File: config.mk
export PLATFORM = sky130hd
export DESIGN_NAME = cla_pipe_adder
export DESIGN_NICKNAME = d
export VERILOG_FILES = /design/src/rtl/cla_pipe_adder.sv
export SDC_FILE = /design/constraint.sdc
export NUM_CORES = 1
export LEC_CHECK = 0
export CORE_MARGIN = 2
export CORE_UTILIZATION = 45
export CTS_BUF_LIST = sky130_fd_sc_hd__clkbuf_8
export DETAILED_ROUTE_END_ITERATION = 10
export GPL_ROUTABILITY_DRIVEN = 0
export PLACE_DENSITY = 0.77
export SYNTH_ARGS = -nofsm -noshare
export SYNTH_HDL_FRONTEND = slang
export SYNTH_SLANG_ARGS = --single-unit
File: constraint.sdc
create_clock -name clock -period 2.1 [get_ports clock]
set_input_delay 0.21 -clock clock [delete_from_list [all_inputs] [get_ports clock]]
set_output_delay 0.21 -clock clock [all_outputs]
set_load 0.01 [all_outputs]
File: src/rtl/cla_pipe_adder.sv
// Pipelined two-level carry-lookahead adder/subtractor with valid/ready handshakes.
// Operands split into GROUP-bit lookahead blocks; a second lookahead level spans the
// blocks. Pipeline depth STAGES (1..3) moves the register cut between the levels.
// Whole-word propagate/generate outputs let wider adders cascade instances.
module cla_pipe_adder #(
    parameter int WIDTH  = 32,
    parameter int GROUP  = 4,
    parameter int STAGES = 2
) (
    input  logic             clock,
    input  logic             reset,
    input  logic             in_valid,
    output logic             in_ready,
    input  logic [WIDTH-1:0] in_a,
    input  logic [WIDTH-1:0] in_b,
    input  logic             in_cin,
    input  logic             in_sub,
    output logic             out_valid,
    input  logic             out_ready,
    output logic [WIDTH-1:0] out_sum,
    output logic             out_cout,
    output logic             out_ovf,
    output logic             out_p,
    output logic             out_g
);
    localparam int NB      = WIDTH / GROUP;
    localparam int BLK_IDX = (STAGES == 3) ? 1 : 0;

    if ((WIDTH % GROUP) != 0) begin : g_bad_width
        $error("cla_pipe_adder: WIDTH must be a multiple of GROUP");
    end
    if (!((GROUP == 2) || (GROUP == 4) || (GROUP == 8))) begin : g_bad_group
        $error("cla_pipe_adder: GROUP must be 2, 4 or 8");
    end
    if ((STAGES < 1) || (STAGES > 3)) begin : g_bad_stages
        $error("cla_pipe_adder: STAGES must be in 1..3");
    end

    // Lookahead generate of a single GROUP-bit block (carry-in independent)
    function automatic logic blk_gen(input logic [GROUP-1:0] p, input logic [GROUP-1:0] g);
        logic acc;
        logic pp;
        acc = 1'b0;
        pp  = 1'b1;
        for (int j = GROUP - 1; j >= 0; j--) begin
            acc = acc | (pp & g[j]);
            pp  = pp & p[j];
        end
        return acc;
    endfunction

    // Second-level lookahead: carry into every block plus carry out of the word
    function automatic logic [NB:0] blk_carries(input logic [NB-1:0] bp, input logic [NB-1:0] bg,
                                                input logic c0);
        logic [NB:0] c;
        logic        acc;
        logic        pp;
        c[0] = c0;
        for (int k = 0; k < NB; k++) begin
            acc = 1'b0;
            pp  = 1'b1;
            for (int j = k; j >= 0; j--) begin
                acc = acc | (pp & bg[j]);
                pp  = pp & bp[j];
            end
            c[k+1] = acc | (pp & c0);
        end
        return c;
    endfunction

    // Whole-word generate from block P/G, carry-in forced to zero
    function automatic logic word_gen(input logic [NB-1:0] bp, input logic [NB-1:0] bg);
        logic acc;
        logic pp;
        acc = 1'b0;
        pp  = 1'b1;
        for (int k = NB - 1; k >= 0; k--) begin
            acc = acc | (pp & bg[k]);
            pp  = pp & bp[k];
        end
        return acc;
    endfunction

    // ---------------- handshake / stage valids ----------------
    logic [STAGES-1:0] v_r;
    logic [STAGES-1:0] v_nxt_s;
    logic              stall_s;
    logic              adv_s;

    assign stall_s   = v_r[STAGES-1] & ~out_ready;
    assign adv_s     = ~stall_s;
    assign in_ready  = adv_s;
    assign out_valid = v_r[STAGES-1];

    // Valid bits shifted one stage forward; entry bit comes from the input port
    always_comb begin
        v_nxt_s    = '0;
        v_nxt_s[0] = in_valid;
        for (int i = 1; i < STAGES; i++) begin
            v_nxt_s[i] = v_r[i-1];
        end
    end

    // Stage valid register: shifts when not stalled, holds otherwise
    always_ff @(posedge clock or negedge reset) begin
        if (!reset) begin
            v_r <= '0;
        end else if (adv_s) begin
            v_r <= v_nxt_s;
        end else begin
            v_r <= v_r;
        end
    end

    // ---------------- level A: per-bit conditioning ----------------
    logic [WIDTH-1:0] bm_s;
    logic [WIDTH-1:0] x_a_s;
    logic [WIDTH-1:0] p_a_s;
    logic [WIDTH-1:0] g_a_s;
    logic             c0_a_s;

    // Invert B for subtract, form per-bit propagate/generate/half-sum
    always_comb begin
        bm_s   = in_b ^ {WIDTH{in_sub}};
        p_a_s  = in_a | bm_s;
        g_a_s  = in_a & bm_s;
        x_a_s  = in_a ^ bm_s;
        c0_a_s = in_sub | in_cin;
    end

    // Bit-level pipeline register (only in the path when STAGES == 3)
    logic [WIDTH-1:0] x1_r;
    logic [WIDTH-1:0] p1_r;
    logic [WIDTH-1:0] g1_r;
    logic             c01_r;

    // Capture per-bit terms of an accepted beat
    always_ff @(posedge clock or negedge reset) begin
        if (!reset) begin
            x1_r  <= '0;
            p1_r  <= '0;
            g1_r  <= '0;
            c01_r <= 1'b0;
        end else if (adv_s && in_valid) begin
            x1_r  <= x_a_s;
            p1_r  <= p_a_s;
            g1_r  <= g_a_s;
            c01_r <= c0_a_s;
        end else begin
            x1_r  <= x1_r;
            p1_r  <= p1_r;
            g1_r  <= g1_r;
            c01_r <= c01_r;
        end
    end

    // ---------------- level B: block and word lookahead ----------------
    logic [WIDTH-1:0] x_b_s;
    logic [WIDTH-1:0] p_b_s;
    logic [WIDTH-1:0] g_b_s;
    logic             c0_b_s;
    logic [NB-1:0]    bp_s;
    logic [NB-1:0]    bg_s;
    logic [NB:0]      cb_b_s;
    logic             pw_b_s;
    logic             gw_b_s;

    // Select level-B inputs: registered bit terms for 3 stages, direct otherwise
    always_comb begin
        if (STAGES == 3) begin
            x_b_s  = x1_r;
            p_b_s  = p1_r;
            g_b_s  = g1_r;
            c0_b_s = c01_r;
        end else begin
            x_b_s  = x_a_s;
            p_b_s  = p_a_s;
            g_b_s  = g_a_s;
            c0_b_s = c0_a_s;
        end
    end

    // Block P/G, block carry-ins and whole-word P/G
    always_comb begin
        bp_s = '0;
        bg_s = '0;
        for (int k = 0; k < NB; k++) begin
            bp_s[k] = &p_b_s[k*GROUP +: GROUP];
            bg_s[k] = blk_gen(p_b_s[k*GROUP +: GROUP], g_b_s[k*GROUP +: GROUP]);
        end
        cb_b_s = blk_carries(bp_s, bg_s, c0_b_s);
        pw_b_s = &bp_s;
        gw_b_s = word_gen(bp_s, bg_s);
    end

    // Block-level pipeline register (in the path when STAGES >= 2)
    logic [WIDTH-1:0] x2_r;
    logic [WIDTH-1:0] p2_r;
    logic [WIDTH-1:0] g2_r;
    logic [NB:0]      cb2_r;
    logic             pw2_r;
    logic             gw2_r;

    // Capture block carries and bit terms of the beat entering this stage
    always_ff @(posedge clock or negedge reset) begin
        if (!reset) begin
            x2_r  <= '0;
            p2_r  <= '0;
            g2_r  <= '0;
            cb2_r <= '0;
            pw2_r <= 1'b0;
            gw2_r <= 1'b0;
        end else if (adv_s && v_nxt_s[BLK_IDX]) begin
            x2_r  <= x_b_s;
            p2_r  <= p_b_s;
            g2_r  <= g_b_s;
            cb2_r <= cb_b_s;
            pw2_r <= pw_b_s;
            gw2_r <= gw_b_s;
        end else begin
            x2_r  <= x2_r;
            p2_r  <= p2_r;
            g2_r  <= g2_r;
            cb2_r <= cb2_r;
            pw2_r <= pw2_r;
            gw2_r <= gw2_r;
        end
    end

    // ---------------- level C: in-block carries and sums ----------------
    logic [WIDTH-1:0] x_c_s;
    logic [WIDTH-1:0] p_c_s;
    logic [WIDTH-1:0] g_c_s;
    logic [NB:0]      cb_c_s;
    logic             pw_c_s;
    logic             gw_c_s;
    logic [WIDTH-1:0] cbit_s;
    logic [WIDTH-1:0] sum_c_s;
    logic             ovf_c_s;

    // Select level-C inputs: registered block terms for 2+ stages, direct otherwise
    always_comb begin
        if (STAGES >= 2) begin
            x_c_s  = x2_r;
            p_c_s  = p2_r;
            g_c_s  = g2_r;
            cb_c_s = cb2_r;
            pw_c_s = pw2_r;
            gw_c_s = gw2_r;
        end else begin
            x_c_s  = x_b_s;
            p_c_s  = p_b_s;
            g_c_s  = g_b_s;
            cb_c_s = cb_b_s;
            pw_c_s = pw_b_s;
            gw_c_s = gw_b_s;
        end
    end

    // Per-bit carries inside each block from its lookahead carry-in, then sums
    always_comb begin
        logic cc;
        cc     = 1'b0;
        cbit_s = '0;
        for (int k = 0; k < NB; k++) begin
            cc = cb_c_s[k];
            for (int j = 0; j < GROUP; j++) begin
                cbit_s[k*GROUP+j] = cc;
                cc = g_c_s[k*GROUP+j] | (p_c_s[k*GROUP+j] & cc);
            end
        end
        sum_c_s = x_c_s ^ cbit_s;
        ovf_c_s = cbit_s[WIDTH-1] ^ cb_c_s[NB];
    end

    // Output register
    logic [WIDTH-1:0] sum_r;
    logic             cout_r;
    logic             ovf_r;
    logic             pw_r;
    logic             gw_r;

    // Load results of the beat entering the last stage; hold during stall
    always_ff @(posedge clock or negedge reset) begin
        if (!reset) begin
            sum_r  <= '0;
            cout_r <= 1'b0;
            ovf_r  <= 1'b0;
            pw_r   <= 1'b0;
            gw_r   <= 1'b0;
        end else if (adv_s && v_nxt_s[STAGES-1]) begin
            sum_r  <= sum_c_s;
            cout_r <= cb_c_s[NB];
            ovf_r  <= ovf_c_s;
            pw_r   <= pw_c_s;
            gw_r   <= gw_c_s;
        end else begin
            sum_r  <= sum_r;
            cout_r <= cout_r;
            ovf_r  <= ovf_r;
            pw_r   <= pw_r;
            gw_r   <= gw_r;
        end
    end

    assign out_sum  = sum_r;
    assign out_cout = cout_r;
    assign out_ovf  = ovf_r;
    assign out_p    = pw_r;
    assign out_g    = gw_r;

endmodule
==> results.md <==
Yosys:
- Synthesis produced a netlist whose cell count is 726.
- The Yosys step of the flow raised 0 warnings.
- Sequential elements use 46.8% of the synthesized area.
- The most frequent cell after synthesis is nand2_1.
- Ranked by total cell area, the synthesized netlist is headed by dfrtp_1, ha_1, nand2_1, xor2_1, o21ai_0.
- The area of the mapped netlist is 6900 sq um.
- The top flip-flop cell by instance count after synthesis is dfrtp_1.
- The number of nets in the synthesized netlist is 856.
- After synthesis the netlist holds a flip-flop and latch count of 129.
- The share of flip-flops with an asynchronous set or reset is 100%.
- The cell type with the highest aggregate area in the netlist is dfrtp_1.
- In the synthesized netlist, the cells that appear most often are nand2_1, dfrtp_1, inv_1.
- The average footprint of a synthesized cell is 9.51 sq um.
- After synthesis, the largest area contributor takes up 46.8% of total cell area.
- The count of flip-flops with a built-in enable after synthesis is 0.
- In this run, distinct cell masters in the synthesized netlist total 42.

Timing:
- The actual transition at the worst max-transition pin is 0.488 ns.
- Headroom to the max-slew limit came out at 67.5%.
- The worst setup slack after layout is 0.119 ns.
- The worst setup skew after layout is 0.00621 ns.
- The number of max-slew violations in the final report is 0.
- The number of setup violations in the final report is 0.
- The clock period minus final worst setup slack is 1.98 ns.
- The maximum clock frequency is 505 MHz.
- Setup repair after global routing could not meet its margin everywhere.
- The total count of hold-check failures in the final report is 0.
- After layout, the worst path uses 94.3% of the clock period.

Floorplanning:
- The row count is 45.
- Once the floorplan was initialized, standard cells occupied 45.8% of the core.
- The die footprint is 16,300 sq um.
- The core region is 15,100 sq um.
- The die width is 128 um.
- The count of boundary I/O pins is 108.
- The height of the chip is 128 um.

Clock tree:
- The clock passes through at most 2 buffers.
- Clock-pin slew was measured on the worst setup and hold paths at 0.07 ns.
- The clock drives 129 sinks.
- At the later pin of the worst-skew pair, clock insertion delay measures 0.44 ns.
- The CTS buffer count is 17.
- The maximum level of the CTS H-tree is 4.
- TritonCTS built the clock tree.
- The root buffer cell is clkbuf_8.
- The post-CTS setup-driven buffer insertion count is 0.

Route:
- For this run, design rule violations remaining after detail routing come to 0.
- The number of design-rule violations left by the first detailed-router iteration is 309.
- The pre-antenna-repair detailed-routing pass consisted of 4 iterations.
- After detailed routing, the number of vias per cell comes to 4.95.
- The final layout contains routed wiring with a total length of 15,700 um.
- The per-cell routed wire length is 14.4 um.
- In this run the remaining antenna-violating nets after routing total 0.
- The vias after detailed routing is 5,402.

Finish:
- The count of filler cells inserted in the layout is 1,283.
- The number of antenna cells inserted is 0.
- The fraction of layout instances using a drive strength above 1 is 16.3%.
- For this run, the share of the core covered by cells in the final layout is 60.9%.
- The final layout contains 1,020 nets.
- From synthesis to final layout, the design area changed by 33.2%.

Hold path:
- The worst hold path belongs to the class input port to asynchronous set/reset pin.

Critical path:
- On the worst path, the slowest cell contributes a delay of 0.47 ns.
- Walking the worst path, the cells encountered are clkdlybuf4s50_1 -> xor2_1 -> inv_1 -> ha_1 -> nor4_2 -> buf_4 -> nand2_1 -> nor3b_2 -> nand2_1 -> o31ai_1.
- The start-to-end type of the worst setup path is input port to flop.
- The length in cells of the worst reg-to-reg path is 6.
- The required time of the critical path is 2.45 ns.
- Among the stages of the critical path, the cell type that occurs most often is nand2_1.
- The nature of the critical path endpoint is a flop.
- In this run the worst path has a maximum fanout of 3.
- Data arrives at the worst endpoint at 2.33 ns.
- The startpoint type of the worst setup path is an input port.
- The cell with the largest stage delay on the worst path is clkdlybuf4s50_1.

Power:
- The power per unit of standard cell area is 923 nW/um^2.
- The worst-case vdd ir drop is 467 uV.
- The leakage power of the design is 0.00457 uW.

GRT:
- The initial antenna violation count came to 0.
- The all-layer global routing usage is 20.1%.
- The pin count of the biggest net entering global routing is 52.
- The first global-routing pass estimated 26,000 um of wire.
- The via count of the first global-routing pass came to 5,445.
- For this run the aggregate overflow at the end of global routing stands at 0.

Run status:
- The flow ran to the end, and the final reports show no timing, DRC or antenna violations.

Placement:
- The worst-case setup slack after placement is -0.505 ns.
- Port buffering added 107 buffers.
- Once detailed placement completed, the half-perimeter wirelength came to 11,500 um.

Flow run:
- Max-cap violations in this run came to 0.
[final timing paths]
| check | startpoint | to | slack (ns) |
|---|---|---|---|
| max in group asynchronous | reset | p2_r[25]$_DFFE_PN0P_ | 1.18 |
| max | in_b[6] | pw2_r$_DFFE_PN0P_ | 0.12 |
| max reg2reg | v_r[1]$_DFFE_PN0N_ | cb2_r[8]$_DFFE_PN0P_ | 0.48 |
| min | reset | out_sum[6]$_DFFE_PN0P_ | 0.27 |
| min in group clock | in_sub | p2_r[30]$_DFFE_PN0P_ | 0.44 |
| min reg2reg | out_sum[9]$_DFFE_PN0P_ | out_sum[9]$_DFFE_PN0P_ | 0.48 |
[worst max-delay path, delay by kind of cell]
| kind | cells | cell delay [ns] |
|---|---|---|
| AO/OA/AOI/OAI | 1 | 0.18 |
| XOR/XNOR | 1 | 0.23 |
| adder cells (fa/ha/maj) | 1 | 0.24 |
| buffers and inverters | 3 | 0.72 |
| AND/OR/NAND/NOR | 4 | 0.75 |
[placed cells by master (no fill, tap or decap), types with 3 or more instances in the layout]
master	netlist	layout
nand3_1	4	4
o21ai_0	66	64
clkbuf_8	0	24
buf_4	0	59
nor3_1	4	3
clkinv_2	0	3
buf_12	0	8
nor2b_1	6	6
nor4_4	0	3
xnor2_1	24	24
nor2_1	17	17
o31ai_1	4	3
ha_1	60	59
mux2_2	28	28
inv_1	67	71
a21oi_1	20	20
nand2_1	171	169
a21o_1	19	19
xor2_2	1	5
xor2_1	40	36
clkdlybuf4s50_1	0	105
or3_1	3	3
dfrtp_1	129	129
[power breakdown]
part           switching (uW)  internal [uW]
Sequential                415           3150
Clock                     942           1140
Combinational            1290           1560
[metal layers]
metal / up-vias / global-route usage [%] / routed length (um)
met4: 0 / 7.37 / 280
met2: 112 / 33.1 / 7600
met3: 22 / 4.30 / 642
met5: - / 0 / 0
li1: 2679 / - / -
met1: 2589 / 26.3 / 7150
[layout make-up]
type / instances / area [sq um] / share of cell area, %
inverters: 67 / 251 / 2.73
multi-input cells: 501 / 3420 / 37.2
clock inverters: 8 / 60.1 / 0.653
well taps: 188 / 235 / 2.56
flip-flops and latches: 129 / 3230 / 35.1
clock buffers: 24 / 330 / 3.59
repair buffers: 174 / 1670 / 18.1
[through the flow]
| step | cell area (sq um) | TNS (ns) | hold slack (ns) | std cells | total power (uW) |
|---|---|---|---|---|---|
| floorplan | 6960 | -0.0359 | -0.0856 | 726 | 4990 |
| global placement | 8710 | -3.20 | 0.205 | 1058 | 6360 |
| detailed placement | 8710 | -3.49 | 0.208 | 1058 | 6440 |
| CTS | 9120 | 0 | 0.266 | 1091 | 8560 |
| global route | 9200 | -0.0797 | 0.292 | 1091 | 9040 |
| finish | 9200 | 0 | 0.273 | 1091 | 8490 |
[timing repair]
action / CTS / global route
resized for setup: 1 / 14
setup endpoints to repair: 1 / 7
hold buffers: 1 / 0
endpoints found under the hold margin: 32 / 0
[cell families after synthesis]
| kind of cell | after synthesis | synth area share [%] |
|---|---|---|
| XOR/XNOR | 65 | 8.35 |
| flip-flops | 129 | 46.8 |
| multiplexers | 28 | 4.57 |
| AND/OR/NAND/NOR | 221 | 13.1 |
| adder cells (fa/ha/maj) | 60 | 10.9 |
| buffers and inverters | 96 | 5.45 |
| AO/OA/AOI/OAI | 127 | 10.9 |
[state kept, by name, summed over array words and instances (netlist names)]
signal / cells
cb2_r: 9
g2_r: 24
gw2_r: 1
out_cout: 1
out_g: 1
out_ovf: 1
out_p: 1
out_sum: 32
p2_r: 24
pw2_r: 1
v_r: 2
x2_r: 32
(Power assumes the default switching activity.)
